===== src/rtl/rr_dispatch_pkg.sv =====
// Shared types and constants for the two-output round-robin dispatcher.
package rr_dispatch_pkg;

  typedef enum logic {
    TGT_A = 1'b0,
    TGT_B = 1'b1
  } tgt_t;

  localparam int unsigned BUF_DEPTH = 2;
  localparam tgt_t        TGT_RESET = TGT_B;

endpackage


===== src/rtl/rr_dispatch_buf.sv =====
// Two-entry registered FIFO for one dispatcher output; the head entry sits in slot 0.
module rr_dispatch_buf
  import rr_dispatch_pkg::*;
#(
  parameter int unsigned DATA_WIDTH = 16
) (
  input  logic                  aclk,
  input  logic                  areset_n,
  input  logic                  push_i,
  input  logic [DATA_WIDTH-1:0] data_i,
  output logic                  full_o,
  output logic                  valid_o,
  input  logic                  ready_i,
  output logic [DATA_WIDTH-1:0] data_o
);

  logic [1:0]            cnt_q, cnt_d;
  logic [DATA_WIDTH-1:0] ent_q [BUF_DEPTH];
  logic [DATA_WIDTH-1:0] ent_d [BUF_DEPTH];
  logic                  pop, push_ok, wr_sel;

  assign full_o  = (cnt_q == 2'(BUF_DEPTH));
  assign valid_o = (cnt_q != 2'd0);
  assign data_o  = ent_q[0];
  assign pop     = valid_o & ready_i;
  assign push_ok = push_i & ~full_o;
  // Write slot is the occupancy left after this cycle's pop.
  assign wr_sel  = ((cnt_q - {1'b0, pop}) != 2'd0);

  // Vacated slots are cleared so an empty buffer presents zero data.
  always_comb begin
    ent_d = ent_q;
    cnt_d = cnt_q + {1'b0, push_ok} - {1'b0, pop};
    if (pop) begin
      ent_d[0] = ent_q[1];
      ent_d[1] = '0;
    end
    if (push_ok) ent_d[wr_sel] = data_i;
  end

  always_ff @(posedge aclk) begin
    if (!areset_n) begin
      cnt_q <= '0;
      ent_q <= '{default: '0};
    end else begin
      cnt_q <= cnt_d;
      ent_q <= ent_d;
    end
  end

endmodule


===== src/rtl/rr_dispatcher.sv =====
// Round-robin split of one valid/ready stream onto ports A and B with per-port buffering.
// Optional per-port dispatch counters are enabled by defining RR_DISPATCH_CNT_EN.
module rr_dispatcher
  import rr_dispatch_pkg::*;
#(
  parameter int unsigned DATA_WIDTH = 16,
  parameter int unsigned CNT_WIDTH  = 16
) (
  input  logic                  aclk,
  input  logic                  areset_n,
  input  logic                  in_valid_i,
  output logic                  in_ready_o,
  input  logic [DATA_WIDTH-1:0] in_data_i,
  output logic                  A_valid_o,
  input  logic                  A_ready_i,
  output logic [DATA_WIDTH-1:0] A_data_o,
  output logic                  B_valid_o,
  input  logic                  B_ready_i,
  output logic [DATA_WIDTH-1:0] B_data_o
`ifdef RR_DISPATCH_CNT_EN
  ,
  output logic [CNT_WIDTH-1:0]  A_cnt_o,
  output logic [CNT_WIDTH-1:0]  B_cnt_o
`endif
);

  tgt_t last_tgt_q, last_tgt_d;
  tgt_t pref, sel;
  logic a_full, b_full;
  logic xfer, push_a, push_b;

  assign in_ready_o = ~(a_full & b_full);
  assign xfer       = in_valid_i & in_ready_o;
  assign push_a     = xfer & (sel == TGT_A);
  assign push_b     = xfer & (sel == TGT_B);

  always_comb begin
    pref = tgt_t'(~last_tgt_q);
    sel  = pref;
    if ((pref == TGT_A && a_full) || (pref == TGT_B && b_full))
      sel = tgt_t'(~pref);
    last_tgt_d = xfer ? sel : last_tgt_q;
  end

  always_ff @(posedge aclk) begin
    if (!areset_n) last_tgt_q <= TGT_RESET;
    else            last_tgt_q <= last_tgt_d;
  end

  rr_dispatch_buf #(.DATA_WIDTH(DATA_WIDTH)) u_buf_a (
    .aclk     (aclk),
    .areset_n (areset_n),
    .push_i   (push_a),
    .data_i   (in_data_i),
    .full_o   (a_full),
    .valid_o  (A_valid_o),
    .ready_i  (A_ready_i),
    .data_o   (A_data_o)
  );

  rr_dispatch_buf #(.DATA_WIDTH(DATA_WIDTH)) u_buf_b (
    .aclk     (aclk),
    .areset_n (areset_n),
    .push_i   (push_b),
    .data_i   (in_data_i),
    .full_o   (b_full),
    .valid_o  (B_valid_o),
    .ready_i  (B_ready_i),
    .data_o   (B_data_o)
  );

`ifdef RR_DISPATCH_CNT_EN
  logic [CNT_WIDTH-1:0] a_cnt_q, b_cnt_q;

  always_ff @(posedge aclk) begin
    if (!areset_n) begin
      a_cnt_q <= '0;
      b_cnt_q <= '0;
    end else begin
      if (push_a) a_cnt_q <= a_cnt_q + 1'b1;
      if (push_b) b_cnt_q <= b_cnt_q + 1'b1;
    end
  end

  assign A_cnt_o = a_cnt_q;
  assign B_cnt_o = b_cnt_q;
`endif

endmodule


===== config.mk =====
export PLATFORM = sky130hd
export DESIGN_NAME = rr_dispatcher
export DESIGN_NICKNAME = d
export VERILOG_FILES = /design/src/rtl/rr_dispatch_pkg.sv /design/src/rtl/rr_dispatch_buf.sv /design/src/rtl/rr_dispatcher.sv
export SDC_FILE = /design/constraint.sdc
export NUM_CORES = 1
export LEC_CHECK = 0
export CORE_AREA = 2 2 81 83
export DETAILED_ROUTE_END_ITERATION = 10
export DIE_AREA = 0 0 83 85
export PLACE_DENSITY_LB_ADDON = 0.3
export SYNTH_ARGS = -nofsm -noshare
export SYNTH_HDL_FRONTEND = slang
export SYNTH_SLANG_ARGS = --single-unit

===== constraint.sdc =====
create_clock -name aclk -period 6.5 [get_ports aclk]
set_input_delay 1.95 -clock aclk [delete_from_list [all_inputs] [get_ports aclk]]
set_output_delay 1.95 -clock aclk [all_outputs]
set_load 0.005 [all_outputs]

==> run_results.csv <==
group,metric,value,unit
clock_network,cts_resized,0,
drt,wl_per_cell,17.5,µm
worst_setup_path,reg2reg_from,"u_buf_a.cnt_q[1]$_SDFF_PN0_",
power,power.density,357,nW/µm²
sta,tightest_slew,1140,ps
yosys,synth_edf_count,0,
sta,hold_ws,475,ps
placement,io_buffers,55,
sta,setup_violations,0,
drt,vias,2756,
worst_setup_path,ff2ff_path_depth,7,
global_route,grt_pass1_vias,2716,
worst_setup_path,criticalPathCategory,"in -> reg",
yosys,synth_top_area_cell,"dfxtp_1",
worst_setup_path,worstPathRequired,6720,ps
clock_network,tritoncts,"done",
worst_setup_path,cp-start-kind,"input pin",
drt,ant_nets,0,
yosys,synth-seq-cells,69,
sta,worst_clock_skew,8.23,ps
clock_network,ctsHoldBuffers,0,
yosys,netlist_instances,371,
die,die_w,83,µm
clock_network,clock_latency,340,ps
placement,dp_cells,441,
worst_hold_path,holdCritPathClass,"reg -> reg",
sta,min_period_over_period,73.1,%
sta,clock.fmax,0.210,GHz
worst_hold_path,min_from,"u_buf_b.ent_q[10]$_SDFF_PN0_",
clock_network,cts_root_buf,"clkbuf_8",
die,core_area,6200,µm²
final_layout,finalNetCount,399,
sta,slew_headroom,24.2,%
yosys,avgSynthCellArea,9.23,µm²
worst_setup_path,cpPeakStageDelay,510,ps
worst_hold_path,hold_depth,2,
global_route,grt_usage,22.8,%
global_route,overflow,0,
clock_network,cts_setup_buffers,0,
sta,fin_crit,4750,ps
die,start_util,55.2,%
worst_setup_path,cpMaxStageDelayCell,"a21o_1",
yosys,synth_nets,395,
yosys,synth.distinct_cells,32,
worst_setup_path,r2r-end,"u_buf_a.data_o[2]$_SDFF_PN0_",
worst_setup_path,cp-end-kind,"flip-flop",
final_layout,stdcell_count,456,
sta,fin_tns_setup,0,ps
worst_setup_path,path_max_fanout,33,
yosys,seq_area_frac_synth,40.3,%
power,peakVddDrop,0.176,mV
yosys,synth-async-reset-ratio,0,%
clock_network,cts_buffer_depth,2,
yosys,synth_top_area_share,40.3,%
final_layout,antennaDiodeCount,0,
yosys,yosys-top-cells-count,"69 x dfxtp_1, 50 x nand2_1, 48 x mux2i_1",
sta,slew_violations,0,
global_route,antenna_found_initial,0,
drt,drc,0,
placement,routabilityCongestion,0.816,
clock_network,clk_pin_slew_worst_paths,70,ps
worst_setup_path,critical-path-top-delay-family,"buffers and inverters",
clock_network,htree_levels,3,
placement,hpwl,5360,µm
clock_network,clock-sinks,69,
run_status,status,"completed",
global_route,grt_start_max_net_pins,51,
worst_setup_path,arrival,4970,ps
worst_setup_path,rrSetupSlack,3280,ps
job,drv_cap,0,
final_layout,area.growth.synth_to_final,13.1,%
drt,wirelength,7960,µm
worst_hold_path,hold_end,"u_buf_b.ent_q[10]$_SDFF_PN0_",
yosys,synth_top_flop_cell,"dfxtp_1",
yosys,ys_warn_count,0,
power,power,1.38,mW
die,rows,29,
die,die_height,85,µm
worst_setup_path,worst-path-buf-inv,3,
yosys,synth_area,3430,µm²
sta,rsz0062_at_grt,"false",
final_layout,drive_gt1_share,5.80,%
worst_setup_path,crit_chain,"clkdlybuf4s50_1, o21ai_2, buf_4, clkinv_1, ha_1, nand3b_1, a21o_1, a311oi_1",
yosys,yosysMostFrequentCell,"dfxtp_1",
sta,final_hold_viol_count,0,
drt,drt_pass1_iterations,4,
drt,drt-initial-drc-count,137,
drt,viasPerCell,6.04,
yosys,synth.area.top_cells,"dfxtp_1 40%, mux2i_1 14%, buf_4 7.7%",
final_layout,fin_util,62.4,%
power,p_leak,1.47,nW
clock_network,cts_inserted_buffers,9,
global_route,grt_pass1_wl,12900,µm
die,dieArea,7060,µm²
die,pin_count,56,
## cells in the final DEF (no fill, tap or decap), drive strengths merged
cell type,netlist,layout
dfxtp,69,69
clkdlybuf4s50,0,55
nand2,50,50
mux2i,48,48
a211oi,33,33
nand3,33,33
a2111oi,17,17
a311oi,16,16
clkbuf,23,13
inv,6,6
nor2b,4,4
buf,43,4
nand2b,4,4
clkinv,2,4
a21oi,3,3
and2,3,3
ha,3,3
o21ai,3,3
a21o,2,2
or2,1,1
nand3b,1,1
a211o,1,1
a311o,1,1
or3,1,1
o2111ai,1,1
xor2,1,1
nor2,1,1
nor3,1,1
## state kept, by name (all words and copies together), names as in the netlist
register / count
last_tgt_q: 1
u_buf_b.cnt_q: 2
u_buf_a.data_o: 16
u_buf_a.cnt_q: 2
u_buf_a.ent_q: 16
u_buf_b.ent_q: 16
u_buf_b.data_o: 16
## routing by layer
layer	track usage [%]	wire length (µm)	up-vias
met2	41.3	4090	83
met5	0	0	-
li1	-	-	1334
met1	26.7	3380	1328
met4	9.54	107	0
met3	3.70	384	11
## stage by stage
stage | cell area, µm² | setup WS, ps
after CTS | 3870 | 1790
after global placement | 3710 | 1610
after global routing | 3870 | 1430
after detailed placement | 3710 | 1430
after floorplan | 3430 | 2650
final | 3870 | 1750
## cell families after synthesis
| logic type | share of synthesized area, % |
|---|---|
| AND/OR/NAND/NOR | 13.4 |
| XOR/XNOR | 0.256 |
| AO/OA/AOI/OAI | 18.5 |
| flip-flops | 40.3 |
| adder cells (fa/ha/maj) | 1.10 |
| multiplexers | 14.0 |
| buffers and inverters | 12.4 |
## worst register-to-register path, cell delays in order (launching register included)
cell	delay (ps)
dfxtp_1	390
o21ai_2	160
buf_4	330
clkinv_1	480
ha_1	500
nand3b_1	440
a21o_1	510
a311oi_1	300
## where the power goes
| group | switching, mW | internal, mW |
|---|---|---|
| registers | 0.0664 | 0.516 |
| clock network | 0.154 | 0.146 |
| logic | 0.252 | 0.249 |
| total | 0.473 | 0.911 |
## worst max path at each step
stage / slack (ps) / cells after the start / startpoint / to
3_3_place_gp: 1610 / 8 / A_ready_i / u_buf_a.data_o[4]$_SDFF_PN0_
5_1_grt: 1430 / 8 / A_ready_i / u_buf_a.data_o[10]$_SDFF_PN0_
4_1_cts: 1790 / 8 / A_ready_i / u_buf_a.data_o[2]$_SDFF_PN0_
3_5_place_dp: 1430 / 8 / A_ready_i / u_buf_a.data_o[8]$_SDFF_PN0_
2_1_floorplan: 2650 / 8 / A_ready_i / u_buf_a.data_o[0]$_SDFF_PN0_
6_report: 1750 / 8 / A_ready_i / u_buf_a.data_o[2]$_SDFF_PN0_
## cell type report
| cell class | instances | area [µm²] |
|---|---|---|
| flip-flops and latches | 69 | 1380 |
| clock buffers | 13 | 149 |
| clock inverters | 2 | 10.0 |
| inverters | 8 | 30.0 |
| multi-input cells | 228 | 1630 |
| repair buffers | 59 | 581 |
| fillers | 556 | 2330 |
| well taps | 77 | 96.3 |
Note: power is estimated with default switching activity, not from simulation.
